===== config.mk =====
export PLATFORM = sky130hd
export DESIGN_NAME = seq_alu_flat
export DESIGN_NICKNAME = d
export VERILOG_FILES = /design/src/rtl/alu_pkg.sv /design/src/rtl/seq_alu_if.sv /design/src/rtl/alu_mod_iter.sv /design/src/rtl/seq_alu.sv /design/src/flat_wrapper.sv
export SDC_FILE = /design/constraint.sdc
export NUM_CORES = 1
export LEC_CHECK = 0
export ABC_AREA = 1
export CORE_UTILIZATION = 55
export CTS_BUF_LIST = sky130_fd_sc_hd__clkbuf_8
export DETAILED_ROUTE_END_ITERATION = 6
export GPL_ROUTABILITY_DRIVEN = 1
export GPL_TIMING_DRIVEN = 0
export PLACE_DENSITY = 0.74
export SETUP_SLACK_MARGIN = 0.02
export SYNTH_ARGS = -nofsm -noshare
export SYNTH_HDL_FRONTEND = slang
export SYNTH_SLANG_ARGS = --single-unit
export TNS_END_PERCENT = 20

===== constraint.sdc =====
create_clock -name clk -period 3 [get_ports clk]
set_clock_uncertainty 0.05 [all_clocks]
set_input_delay 0.45 -clock clk [delete_from_list [all_inputs] [get_ports clk]]
set_output_delay 0.45 -clock clk [all_outputs]
set_load 0.02 [all_outputs]

===== src/rtl/alu_pkg.sv =====
// Shared opcode/state types and sizing helpers for the sequential ALU.
package alu_pkg;

  typedef enum logic [2:0] {
    OP_ADD  = 3'b000,
    OP_SUB  = 3'b001,
    OP_AND  = 3'b010,
    OP_XOR  = 3'b011,
    OP_OR   = 3'b100,
    OP_NAND = 3'b101,
    OP_NOR  = 3'b110,
    OP_MOD  = 3'b111
  } op_e;

  typedef enum logic [1:0] {
    IDLE = 2'd0,
    BUSY = 2'd1,
    HOLD = 2'd2
  } state_e;

  // Iteration counter width; holds WIDTH-1 down to 0.
  function automatic int unsigned cnt_width(input int unsigned w);
    return (w < 2) ? 1 : $clog2(w);
  endfunction

endpackage


===== src/rtl/seq_alu_if.sv =====
// Operand-in / result-out handshake bundle for seq_alu.
interface seq_alu_if #(
  parameter int unsigned WIDTH = 8
);
  logic             in_valid;
  logic             in_ready;
  logic [WIDTH-1:0] a;
  logic [WIDTH-1:0] b;
  logic [2:0]       sel;
  logic             out_valid;
  logic             out_ready;
  logic [WIDTH:0]   out;
  logic             zero;
  logic             dz_err;

  modport master (
    output in_valid, a, b, sel, out_ready,
    input  in_ready, out_valid, out, zero, dz_err
  );

  modport slave (
    input  in_valid, a, b, sel, out_ready,
    output in_ready, out_valid, out, zero, dz_err
  );
endinterface


===== src/rtl/alu_mod_iter.sv =====
// Restoring remainder datapath: first step on start, then WIDTH-1 more,
// with done raised while the counter sits at zero.
module alu_mod_iter
  import alu_pkg::*;
#(
  parameter int unsigned WIDTH = 8
) (
  input  logic             clk,
  input  logic             rst,
  input  logic             start,
  input  logic [WIDTH-1:0] a,
  input  logic [WIDTH-1:0] b,
  output logic             busy,
  output logic             done,
  output logic [WIDTH-1:0] rem
);

  localparam int unsigned CW = cnt_width(WIDTH);

  logic [CW-1:0]    cnt;
  logic [WIDTH-1:0] dvd;
  logic [WIDTH-1:0] dvs;

  // One restoring step: shift in a dividend bit, subtract divisor if it fits.
  function automatic logic [WIDTH-1:0] step(input logic [WIDTH-1:0] r,
                                            input logic             nb,
                                            input logic [WIDTH-1:0] d);
    logic [WIDTH:0] t;
    t = {r, nb};
    if (t >= {1'b0, d}) return WIDTH'(t - {1'b0, d});
    else                return t[WIDTH-1:0];
  endfunction

  always_ff @(posedge clk) begin
    if (rst) begin
      busy <= 1'b0;
      cnt  <= '0;
      rem  <= '0;
      dvd  <= '0;
      dvs  <= '0;
    end else if (start) begin
      rem  <= step('0, a[WIDTH-1], b);
      dvd  <= {a[WIDTH-2:0], 1'b0};
      dvs  <= b;
      cnt  <= CW'(WIDTH - 1);
      busy <= 1'b1;
    end else if (busy) begin
      if (cnt == '0) begin
        busy <= 1'b0;
      end else begin
        rem <= step(rem, dvd[WIDTH-1], dvs);
        dvd <= {dvd[WIDTH-2:0], 1'b0};
        cnt <= cnt - CW'(1);
      end
    end
  end

  assign done = busy && (cnt == '0);

endmodule


===== src/rtl/seq_alu.sv =====
// Handshaked eight-operation ALU with registered result/flags and an
// iterative modulo path.
module seq_alu
  import alu_pkg::*;
#(
  parameter int unsigned WIDTH = 8
) (
  input  logic      clk,
  input  logic      rst,
  seq_alu_if.slave  bus
);

  localparam int unsigned W1 = WIDTH + 1;

  state_e           state, state_next;
  op_e              op;
  logic             accept, mod_start, load_simple, load_mod, b_zero;
  logic [W1-1:0]    simple_res;
  logic             it_busy, it_done;
  logic [WIDTH-1:0] it_rem;

  assign op        = op_e'(bus.sel);
  assign b_zero    = (bus.b == '0);
  assign accept    = bus.in_valid && bus.in_ready;
  assign mod_start = accept && (op == OP_MOD) && !b_zero;

  alu_mod_iter #(.WIDTH(WIDTH)) u_mod (
    .clk   (clk),
    .rst   (rst),
    .start (mod_start),
    .a     (bus.a),
    .b     (bus.b),
    .busy  (it_busy),
    .done  (it_done),
    .rem   (it_rem)
  );

  always_ff @(posedge clk) begin
    if (rst) state <= IDLE;
    else     state <= state_next;
  end

  always_comb begin
    state_next = state;
    case (state)
      IDLE: begin
        if (accept) state_next = mod_start ? BUSY : HOLD;
      end
      BUSY: begin
        if (it_done)      state_next = HOLD;
        else if (!it_busy) state_next = IDLE;
      end
      HOLD: begin
        if (bus.out_ready) begin
          if (accept) state_next = mod_start ? BUSY : HOLD;
          else        state_next = IDLE;
        end
      end
      default: state_next = IDLE;
    endcase
  end

  // in_ready depends only on state and out_ready, never on in_valid.
  always_comb begin
    bus.in_ready  = 1'b0;
    bus.out_valid = 1'b0;
    load_mod      = 1'b0;
    case (state)
      IDLE: bus.in_ready = 1'b1;
      BUSY: load_mod     = it_done;
      HOLD: begin
        bus.out_valid = 1'b1;
        bus.in_ready  = bus.out_ready;
      end
      default: ;
    endcase
    load_simple = accept && !mod_start;
  end

  always_comb begin
    simple_res = '0;
    case (op)
      OP_ADD:  simple_res = {1'b0, bus.a} + {1'b0, bus.b};
      OP_SUB:  simple_res = {1'b0, bus.a} - {1'b0, bus.b};
      OP_AND:  simple_res = {1'b0, bus.a & bus.b};
      OP_XOR:  simple_res = {1'b0, bus.a ^ bus.b};
      OP_OR:   simple_res = {1'b0, bus.a | bus.b};
      OP_NAND: simple_res = {1'b0, ~(bus.a & bus.b)};
      OP_NOR:  simple_res = {1'b0, ~(bus.a | bus.b)};
      OP_MOD:  simple_res = {1'b0, bus.a};
      default: simple_res = '0;
    endcase
  end

  // Result/flag register; holds while a result waits for the consumer.
  always_ff @(posedge clk) begin
    if (rst) begin
      bus.out    <= '0;
      bus.zero   <= 1'b0;
      bus.dz_err <= 1'b0;
    end else if (load_simple) begin
      bus.out    <= simple_res;
      bus.zero   <= (simple_res == '0);
      bus.dz_err <= (op == OP_MOD);
    end else if (load_mod) begin
      bus.out    <= {1'b0, it_rem};
      bus.zero   <= (it_rem == '0);
      bus.dz_err <= 1'b0;
    end
  end

endmodule


===== src/flat_wrapper.sv =====
// flat-port wrapper written by rule: the top's interface ports become plain ports
module seq_alu_flat import alu_pkg::*;
#(
  parameter int unsigned WIDTH = 8
)
  (clk, rst, bus_in_valid, bus_a, bus_b, bus_sel, bus_out_ready, bus_in_ready, bus_out_valid, bus_out, bus_zero, bus_dz_err);
  seq_alu_if #(.WIDTH(WIDTH)) bus_i ();
  input  logic clk;
  input  logic rst;
  input wire logic [$bits(bus_i.in_valid)-1:0] bus_in_valid;
  input wire logic [$bits(bus_i.a)-1:0] bus_a;
  input wire logic [$bits(bus_i.b)-1:0] bus_b;
  input wire logic [$bits(bus_i.sel)-1:0] bus_sel;
  input wire logic [$bits(bus_i.out_ready)-1:0] bus_out_ready;
  output wire logic [$bits(bus_i.in_ready)-1:0] bus_in_ready;
  output wire logic [$bits(bus_i.out_valid)-1:0] bus_out_valid;
  output wire logic [$bits(bus_i.out)-1:0] bus_out;
  output wire logic [$bits(bus_i.zero)-1:0] bus_zero;
  output wire logic [$bits(bus_i.dz_err)-1:0] bus_dz_err;
  assign bus_i.in_valid = bus_in_valid;
  assign bus_i.a = bus_a;
  assign bus_i.b = bus_b;
  assign bus_i.sel = bus_sel;
  assign bus_i.out_ready = bus_out_ready;
  assign bus_in_ready = bus_i.in_ready;
  assign bus_out_valid = bus_i.out_valid;
  assign bus_out = bus_i.out;
  assign bus_zero = bus_i.zero;
  assign bus_dz_err = bus_i.dz_err;
  seq_alu #(.WIDTH(WIDTH)) u_core (.clk(clk), .rst(rst), .bus(bus_i));
endmodule

Yosys cells after proc, flatten, opt, wreduce, memory -nomap -nowiden. Cells that the tools add are included.

Equal/unequal tests: 13. Reductions and logical operators: 17. Add/sub/neg operators: 5. Bitwise gates (word level): 5. $lt $le $gt $ge: 2. Multiplexer cells: 31.

Operators with widths (count): $pmux 9 s8 (1); $mux 8 (8); $mux 9 (2); $logic_not 8->1 (2); $not 8->8 (2); $eq 3x3->1 const B (4); $mux 2 (6); $add 8x8->9 (1); $ge 9x8->1 (1); $logic_not 9->1 (1); $mux 1 (9); $mux 3 (3); $sub 8x8->9 (1); $and 8x8->8 (1); $ge 1x8->1 (1); $or 8x8->8 (1); $sub 1x8->8 (1); $sub 8x8->8 (1); $xor 8x8->8 (1); $eq 3x2->1 const B (2); $logic_not 3->1 (2); $pmux 2 s3 (1); $logic_and 1x1->1 (5); $ne 2x1->1 const B (2); 12 further kinds (14).

Word-level logic and storage cells: 82. Output and inout bits: 13. Flip-flop bits (word level): 40.

Longest topological paths before layout.
Depth in word-level cells: 9. Depth in mapped cells: 18. Mapped depth without buffers: 18.

Cells and area by module. A second synthesis with hierarchy kept.

Cell total of the unflattened synthesis: 621. Area total of the unflattened synthesis: 3807.4 µm².

Modules (own cells, without submodules): seq_alu (times used 1, area each 1978.1 µm², seq. area each 260.2 µm², cells an instance 341); alu_mod_iter (times used 1, area each 1829.3 µm², seq. area each 540.5 µm², cells an instance 280).

Least setup slack after synthesis. No wires, ideal clock.

Path type: input to register. Start point: input bus_sel[2]. End point: register u_core.bus.zero. Path buffers: 1. Required time: 2.880 ns. Stages: 14. Setup slack: 0.492 ns. Arrival time: 2.388 ns. Library setup time: 0.070 ns. Cell sequence: buf_2 > nor3_1 > inv_1 > nand2_1 > xor2_1 > ha_1 > or2_2 > nand3_1 > nand3_1 > nand3_1 > nand2_1 > nor2_1 > nand4_1 > a21oi_1.

Word-level cells in the longest chain between the ends: 6. Elaborated cells between the ends (all ways): 16. Those cells by class: eq/ne (7); mux (2); reduce/logical (7).

RTL lines: start, declared (line flat_wrapper.sv:13) `input wire logic [$bits(bus_i.sel)-1:0] bus_sel;`; parallel branches: the longest is 6 deep, another holds $pmux 9 s8; end signal, assigned (line seq_alu.sv:103) `bus.zero <= (simple_res == '0);`; end signal, assigned (line seq_alu.sv:107) `bus.zero <= (it_rem == '0);`; end, declared (line seq_alu_if.sv:23) `output in_ready, out_valid, out, zero, dz_err`.

Parallel ways; which one is timed is not known. A chain may end at the register's enable or synchronous reset.

Worst setup path in the final report.
Start point: input bus_b[0]. End point: register u_core.bus.zero.

Word-level cells in the longest chain between the ends: 6. Elaborated cells between the ends (all ways): 16. Those cells by class: add/sub (2); mux (2); bitwise (5); reduce/logical (7).

RTL lines: start, declared (line flat_wrapper.sv:12) `input wire logic [$bits(bus_i.b)-1:0] bus_b;`; parallel branches: the longest is 6 deep, another holds $sub 8x8->9.

Parallel ways; which one is timed is not known.

==> impl_metrics.json <==
{
  "outcome": "finished, final reports clean",
  "routed_wirelength_um": 10300,
  "start_util_pct": 56.9,
  "max-cap-violations": 0,
  "grt_overflow": 0,
  "slowest_stage": "dlygate4sd2_1",
  "path_buf_inv": 3,
  "first_global_vias": 3504,
  "required_ns": 3.19,
  "cts_tree": "yes",
  "grt_pass1_wl_um": 17000,
  "final-setup-viol-count": 0,
  "avgSynthCellArea_um2": 6.45,
  "instances_no_fill": 679,
  "fin_area_mm2": 0.00418,
  "antenna_found_initial": 0,
  "place_congestion": 0.974,
  "dp_cells": 671,
  "fp-row-count": 29,
  "synth_nets": 623,
  "drive_gt1_share_pct": 8.64,
  "htree_levels": 2,
  "clk_path_buf_depth": 2,
  "final_cell_mix": "nand2_1 (123), inv_1 (75), nand3_1 (47), a21oi_1 (42), dfxtp_1 (40)",
  "path_max_fanout": 4,
  "end_kind": "register",
  "fin_nets": 663,
  "io_pins": 36,
  "timing.fmax_ghz": 0.353,
  "route.vias.total": 3852,
  "drt-initial-drc-count": 262,
  "leakage_nw": 2.01,
  "synth_cells": 561,
  "ys_types": 40,
  "critPathKind": "in2reg",
  "cp.arrival_ns": 3.02,
  "ant_nets": 0,
  "worstMarginPinSlew_ns": 0.862,
  "clock_sinks": 40,
  "cts_buffers": 5,
  "hpwl_um": 7940,
  "power.density_mw_per_mm2": 390,
  "final.period_utilization_pct": 94.4,
  "syn-cell-area_mm2": 0.00362,
  "rsz0062_at_grt": "false",
  "drc": 0,
  "core_mm2": 0.00635,
  "crit_path_frequent_cell": "nand2_1",
  "grt_max_degree": 14,
  "layout_min_cycle_time_ns": 2.83,
  "start_kind": "primary input",
  "cp_top_family": "simple AND/OR/NAND/NOR gates",
  "clk_latency_ns": 0.30,
  "viasPerCell": 5.67,
  "area_growth_syn_to_layout_pct": 15.5,
  "slew_headroom_pct": 42.3,
  "io_buffers": 33,
  "postCtsResizedCells": 6,
  "cts_setup_buffers": 0,
  "die_y_um": 83.1,
  "synth_seq_cells": 40,
  "max_stage_delay_ns": 0.33,
  "placed_area_mm2": 0.00404,
  "drv_slew": 0,
  "first_pass_iters": 5,
  "routedWlPerCell_um": 15.2,
  "cts_root_buffer": "clkbuf_8",
  "yosysWarnings": 0,
  "clk_pin_slew_ns": 0.09,
  "path_cells": "dlygate4sd2_1 -> inv_1 -> ha_1 -> or2_2 -> xor2_1 -> ha_1 -> inv_1 -> nand2_1 -> nand3_1 -> nand2_1 -> nand2_1 -> nand2_1 -> nand2_1 -> nand2_1 -> nor2_1 -> nand4_1 -> a21oi_1",
  "postCtsHoldBufs": 0,
  "grt.total_usage_pct": 30.3,
  "ir_drop_v": 0.000356,
  "finalHoldViolCount": 0,
  "dieArea_mm2": 0.00690,
  "num_antenna_cells": 0,
  "final_common_cell": "nand2_1",
  "synth_seq_area_share_pct": 22.1,
  "hp-class": "reg2reg",
  "die_w_um": 83.1
}
## kinds of logic after synthesis
family	share of synthesized area (%)
buffers and inverters	12.1
AND/OR/NAND/NOR	32.6
adder cells (fa/ha/maj)	13.9
AO/OA/AOI/OAI	16.2
XOR/XNOR	3.15
flip-flops	22.1
## worst register-to-register path: stages, from the launching register on
cell and delay [ns]:
dfxtp_1 0.44, ha_1 0.32, nand2_1 0.10, nor2_1 0.06
a211oi_2 0.59, nand2_2 0.22, nand2_1 0.12, nand3_1 0.10
a21oi_2 0.14
## cell type report
type | instances | area [µm²]
multi-input cells | 413 | 2400
fillers | 626 | 2170
flip-flops and latches | 40 | 801
inverters | 90 | 343
repair buffers | 33 | 332
well taps | 77 | 96.3
plain buffers | 18 | 93.8
clock buffers | 5 | 68.8
clock inverters | 3 | 42.5
## power by group
group	internal [W]	switching (W)	total, W
clock network	0.000246	0.000200	0.000446
logic	0.000229	0.000383	0.000611
registers	0.000556	0.0000173	0.000573
total	0.00103	0.000600	0.00163
## per-layer routing
layer  share of wire (%)  global-route usage, %
met1                  45                   40.3
met2                  46                   50.3
met3                 4.5                   2.58
met4                 3.8                   13.2
met5                   0                      0
## through the flow
stage | worst slack, ns | hold WS, ns | TNS, ns | power, W | utilization (%)
finish | 0.167 | 0.415 | 0 | 0.00163 | 65.8
global route | 0.0238 | 0.431 | 0 | 0.00174 | 65.8
CTS | 0.0228 | 0.418 | 0 | 0.00162 | 65.6
detailed placement | -0.542 | 0.405 | -2.93 | 0.00118 | 63.7
global placement | -0.562 | 0.398 | -2.65 | 0.00117 | 63.7
floorplan | 0.492 | 0.385 | 0 | 0.00100 | -
## final timing paths
kind                       startpoint  slack [ns]             endpoint  depth (start not counted)
setup / recovery             bus_b[0]        0.17      u_core.bus.zero                         17
hold reg to reg   u_core.u_mod.cnt[0]        0.41  u_core.u_mod.cnt[0]                          2
setup reg to reg  u_core.u_mod.rem[4]        0.80  u_core.u_mod.rem[1]                          8
hold / removal    u_core.u_mod.cnt[0]        0.41  u_core.u_mod.cnt[0]                          2
## synth_stat cells (all sizes together)
master / number / area share, %
inv: 90 / 9.5
nor2: 40 / 4.8
nand4: 23 / 4.0
ha: 37 / 13
o211ai: 3 / 0.62
nor3: 6 / 0.97
or2: 3 / 0.52
nand3: 48 / 7.0
xnor2: 2 / 0.48
dfxtp: 40 / 22
a22oi: 1 / 0.21
nand2: 126 / 13
o22ai: 2 / 0.35
clkbuf: 7 / 0.73
o21bai: 1 / 0.21
a31oi: 10 / 1.7
o21a: 1 / 0.21
a21oi: 46 / 6.9
nor4: 2 / 0.35
xor2: 11 / 2.7
buf: 11 / 1.9
o21ai: 39 / 5.4
nand3b: 8 / 1.7
fa: 2 / 1.1
o31ai: 1 / 0.21
a211oi: 1 / 0.35
## registers in the layout, summed over array words and instances (netlist names)
name               flops
u_core.bus.zero        1
u_core.u_mod.busy      1
u_core.u_mod.rem       8
u_core.state           2
u_core.u_mod.cnt       3
u_core.u_mod.dvs       8
u_core.bus.dz_err      1
u_core.bus.out         9
u_core.u_mod.dvd       7
Note: power is estimated with default switching activity, not from simulation.
